## src/rtl/clause_status_ctrl_pkg.sv

```systemverilog
// Shared types and encodings for the clause status controller.
package clause_status_ctrl_pkg;

  typedef enum logic [2:0] {
    StIdle,
    StEval,
    StImply,
    StSettle,
    StDone,
    StConflict
  } state_e;

  localparam logic [1:0] ST_UNDET = 2'b00;
  localparam logic [1:0] ST_SAT   = 2'b01;
  localparam logic [1:0] ST_UNIT  = 2'b10;
  localparam logic [1:0] ST_CONF  = 2'b11;

  localparam logic [1:0] FLC_NONE = 2'b00;
  localparam logic [1:0] FLC_ONE  = 2'b01;
  localparam logic [1:0] FLC_MANY = 2'b11;

endpackage

```

## src/rtl/clause_status_ctrl_sat_cnt.sv

```systemverilog
// Generic saturating up-counter with synchronous clear.
module clause_status_ctrl_sat_cnt #(
  parameter int unsigned Width = 8
) (
  input  logic             clk,
  input  logic             rst,
  input  logic             clear_i,
  input  logic             inc_i,
  output logic [Width-1:0] count_o
);

  logic [Width-1:0] count_q;

  always_ff @(posedge clk or negedge rst) begin
    if (!rst) begin
      count_q <= '0;
    end else if (clear_i) begin
      count_q <= '0;
    end else if (inc_i && (count_q != '1)) begin
      count_q <= count_q + 1'b1;
    end
  end

  assign count_o = count_q;

endmodule

```

## src/rtl/clause_status_ctrl.sv

```systemverilog
// Per-clause control stage: classifies the clause, drives implication/conflict
// into the literal chain and reports the result with a start/done/ack handshake.
module clause_status_ctrl
  import clause_status_ctrl_pkg::*;
#(
  parameter int unsigned NUM_LITS      = 8,
  parameter int unsigned SETTLE_CYCLES = 2,
  parameter int unsigned CNT_W         = 8
) (
  input  logic                clk,
  input  logic                rst,
  input  logic                start_i,
  input  logic                ack_i,
  input  logic                clear_i,
  input  logic [1:0]          freelitcnt_i,
  input  logic [NUM_LITS-1:0] clausesat_i,
  input  logic [NUM_LITS-1:0] cclause_i,
  output logic                imp_drv_o,
  output logic                cclause_drv_o,
  output logic                busy_o,
  output logic                done_o,
  output logic [1:0]          status_o,
  output logic [CNT_W-1:0]    imp_cnt_o
);

  localparam logic [3:0] SettleLoad = 4'(SETTLE_CYCLES - 1);

  state_e     state_q;
  logic [3:0] settle_cnt_q;

  always_ff @(posedge clk or negedge rst) begin
    if (!rst) begin
      state_q       <= StIdle;
      settle_cnt_q  <= '0;
      imp_drv_o     <= 1'b0;
      cclause_drv_o <= 1'b0;
      done_o        <= 1'b0;
      status_o      <= ST_UNDET;
    end else if (clear_i) begin
      state_q       <= StIdle;
      settle_cnt_q  <= '0;
      imp_drv_o     <= 1'b0;
      cclause_drv_o <= 1'b0;
      done_o        <= 1'b0;
    end else begin
      // Implication drive is a one-cycle pulse covering only the IMPLY state.
      imp_drv_o <= 1'b0;
      case (state_q)
        StIdle: begin
          if (start_i) state_q <= StEval;
        end
        StEval: begin
          if (|clausesat_i) begin
            state_q  <= StDone;
            status_o <= ST_SAT;
            done_o   <= 1'b1;
          end else if (freelitcnt_i == FLC_NONE) begin
            state_q       <= StConflict;
            status_o      <= ST_CONF;
            done_o        <= 1'b1;
            cclause_drv_o <= 1'b1;
          end else if (freelitcnt_i == FLC_ONE) begin
            state_q   <= StImply;
            imp_drv_o <= 1'b1;
          end else begin
            // FLC_MANY and the unused code 2'b10 both mean undetermined.
            state_q  <= StDone;
            status_o <= ST_UNDET;
            done_o   <= 1'b1;
          end
        end
        StImply: begin
          state_q      <= StSettle;
          settle_cnt_q <= SettleLoad;
        end
        StSettle: begin
          if (|cclause_i) begin
            state_q       <= StConflict;
            status_o      <= ST_CONF;
            done_o        <= 1'b1;
            cclause_drv_o <= 1'b1;
          end else if (settle_cnt_q == 4'd0) begin
            state_q  <= StDone;
            status_o <= ST_UNIT;
            done_o   <= 1'b1;
          end else begin
            settle_cnt_q <= settle_cnt_q - 4'd1;
          end
        end
        StDone: begin
          if (ack_i) begin
            state_q <= StIdle;
            done_o  <= 1'b0;
          end
        end
        StConflict: begin
          if (ack_i) begin
            state_q       <= StIdle;
            done_o        <= 1'b0;
            cclause_drv_o <= 1'b0;
          end
        end
        default: state_q <= StIdle;
      endcase
    end
  end

  assign busy_o = (state_q != StIdle);

  clause_status_ctrl_sat_cnt #(
    .Width (CNT_W)
  ) u_imp_cnt (
    .clk     (clk),
    .rst     (rst),
    .clear_i (clear_i),
    .inc_i   (state_q == StImply),
    .count_o (imp_cnt_o)
  );

endmodule

```

## config.mk

```make
export PLATFORM = sky130hd
export DESIGN_NAME = clause_status_ctrl
export DESIGN_NICKNAME = d
export VERILOG_FILES = /design/src/rtl/clause_status_ctrl_pkg.sv /design/src/rtl/clause_status_ctrl_sat_cnt.sv /design/src/rtl/clause_status_ctrl.sv
export SDC_FILE = /design/constraint.sdc
export NUM_CORES = 1
export LEC_CHECK = 0
export CAP_MARGIN = 30
export CELL_PAD_IN_SITES_DETAIL_PLACEMENT = 0
export CELL_PAD_IN_SITES_GLOBAL_PLACEMENT = 1
export CORE_MARGIN = 2
export CORE_UTILIZATION = 51
export CTS_BUF_LIST = sky130_fd_sc_hd__clkbuf_4
export CTS_CLUSTER_DIAMETER = 120
export DETAILED_ROUTE_END_ITERATION = 10
export DONT_BUFFER_PORTS = 1
export PLACE_DENSITY = 0.95
export SLEW_MARGIN = 20
export SYNTH_ARGS = -nofsm -noshare
export SYNTH_HDL_FRONTEND = slang
export SYNTH_SLANG_ARGS = --single-unit
```

## constraint.sdc

```tcl
create_clock -name clk -period 5.1 [get_ports clk]
set_clock_uncertainty 0.15 [all_clocks]
set_input_delay 1.02 -clock clk [delete_from_list [all_inputs] [get_ports clk]]
set_output_delay 1.02 -clock clk [all_outputs]
set_load 0.02 [all_outputs]
```

==> run metrics <==
period utilisation layout=50.2%; CORE AREA=0.00221 sq mm; layout cells sized above 1=between 5 and 6%; EDFF count, synth=0; Root Buffer=clkbuf_4; 1st-iter DRT viols=36; post-synthesis cell type count=37; Port Buffers=0; clock latency on the worst-skew pair=about 0.30 ns; Final Hold Fails=0; GPL Wtd Cong=0.801; dominant synthesized flop cell=dfrtp_1; VDD IR max=133 uV; CP max-delay cell=or4_4; fin worst setup slack=2.54 ns; pin slew with the least headroom to its limit=0.719 ns; Post-Syn Area=0.00120 sq mm; CTS Buf Count=3; Starting Density=between 50% and 60%; Hold Crit Class=input port to async pin; drt total wl=2420 um; number of antenna-violating nets in the routed design=0; Ports=37; Worst Setup End Kind=flip-flop; sequential standard cell area=roughly 500 sq um; CTS tree=built; crit path time final=2.56 ns; status=finished clean; total number of vias=1036; unrepaired setup endpoints after global routing=false; ys async rst share=100%; clock transition at the registers of the reported paths=0.11 ns; setup repair bufs after CTS=0; # fillers=210; Finish-stage setup viols=0; crit start category=input port; Peak Freq=390 MHz; fin nets=164; Synth-to-Final Area Change=3.85%; HPWL Detailed=1800 um; vias in the first global route=1009; final instance area=0.00125 sq mm; top post-synthesis cells by area=dfrtp_1 42%, nor2_1 5.0%, nand2_1 4.1%; full die area=around 0.0028 sq mm; Setup TNS=0 ns; Lkg Pwr=0.000504 uW; Mapped Nets=163; Area after DPL=0.00122 sq mm; sequential share of the synthesized area=between 40% and 50%; total of max-cap violations=0; crit-path max cell delay=around 0.53 ns; Syn Area/Cell=~8.8 sq um; total power=279 uW; # DRC=0; CP arrival=2.63 ns; Mapped Cells=137; area share of the largest cell type after synthesis=between 40% and 50%; Crit Path Class=input port to flip-flop; CP Cell Sequence=or4_4, or3_4, or4_1, a31oi_1; DIE WIDTH=52.6 um; Max-slew headroom=52.0%; Hold-fix buffers, CTS=0; Antenna diodes=0; Setup WS pre-CTS=2.24 ns; Max Root-Sink Buffers=2; R2R setup slack=2.91 ns; Yosys top cell by area=dfrtp_1; PD cells=223 mW/mm^2; initial antenna violation count=0; drt wl/cell=14.6 um; Worst EP required=roughly 5.2 ns; Finished Core Util=56.5%; #FFs+latches synth=20; post-cts gate resize count=0; final slew viol count=0; global-route wire length before repair=4160 um; crit-path max FO=5; GR Util All Layers=20.3%; H-tree level count=1; Clock Sinks=20; drt first pass iters=4; area occupied by multi-input gates=662 sq um; largest net degree at the start of global routing=21; Die Y=52.6 um; vias per cell=roughly 6.3; grt ovf=0; Syn. warnings=0; Rows=17
-- area by class of cell --
cell class	instances	share of cell area [%]
well taps	28	2.80
clock buffers	3	1.80
clock inverters	1	0.300
flip-flops and latches	20	40.0
multi-input cells	106	53.0
inverters	7	2.10
-- logic make-up (layout without fill, tap and decap cells) --
kind of cell    count (synthesis)  in the layout  synth area share, %
compound gates                 33             33                 18.0
flops                          20             20                 41.6
mux                             2              2                 1.66
fa+ha+maj                       3              3                 3.12
simple gates                   63             63                 28.6
xor+xnor                        5              5                 3.64
buf+inv                        11             11                 3.43
-- layer usage --
metal	share of wire, %	track usage, %	wire (um)
met3	6.3	3.14	153
met4	0.99	10.3	24
met1	43	25.1	1050
met2	49	34.2	1190
met5	0	0	0
-- Yosys cell counts, types with 2 or more instances --
cell / instances
nor2_1: 16
a31oi_1: 4
nor3_1: 2
or4_1: 4
o21ai_0: 9
nor3b_1: 3
or4_4: 2
o211ai_1: 4
nor2b_1: 2
clkbuf_1: 4
a21oi_1: 5
mux2i_1: 2
nand4_1: 3
o2111ai_1: 2
nand3_1: 4
ha_1: 3
xor2_1: 5
and3_1: 2
or3_1: 4
nand2b_1: 3
inv_1: 7
dfrtp_1: 20
nand2_1: 13
-- layout by cell type, fill, tap and decap left out, types with 2 or more instances in the layout --
cell type   n
dfrtp_1    20
nor2_1     16
nand2_1    13
o21ai_0     9
inv_1       7
xor2_1      5
a21oi_1     5
or4_1       4
nand3_1     4
o211ai_1    4
a31oi_1     4
or3_1       4
nor3b_1     3
nand4_1     3
nand2b_1    3
ha_1        3
clkbuf_4    3
mux2i_1     2
or4_4       2
nor2b_1     2
nor3_1      2
o2111ai_1   2
and3_1      2
-- path summary, 6_finish.rpt --
check / endpoint / start / depth (start not counted)
setup / recovery: settle_cnt_q[3] / cclause_i[5] / 4
hold / removal: status_o[0] / rst / 0
setup reg to reg: u_imp_cnt.count_o[7] / state_q[0] / 4
hold reg to reg: settle_cnt_q[3] / settle_cnt_q[3] / 2
max in group asynchronous: u_imp_cnt.count_o[0] / rst / 0
min in group clk: settle_cnt_q[3] / settle_cnt_q[3] / 2
-- worst max-delay path, delay by kind of cell --
kind | cells | cell delay (ns)
AO/OA/AOI/OAI | 1 | 0.17
AND/OR/NAND/NOR | 3 | 1.45
-- power breakdown --
part	total (uW)	internal, uW	switching [uW]
sequential	183	166	16.6
combinational	20.9	9.61	11.3
clock	75.7	28.5	47.3
total	279	204	75.2
-- state kept, by name (all words and copies together), names as in the netlist --
signal,flops
state_q,3
status_o,2
settle_cnt_q,4
u_imp_cnt.count_o,8
imp_drv_o,1
done_o,1
cclause_drv_o,1
-- per-stage QoR --
stage | instances | hold slack, ns
finish | 165 | 0.248
floorplan | 137 | 0.390
CTS | 165 | 0.232
global route | 165 | 0.216
global placement | 161 | 0.404
detailed placement | 161 | 0.406
(Power assumes the default switching activity.)
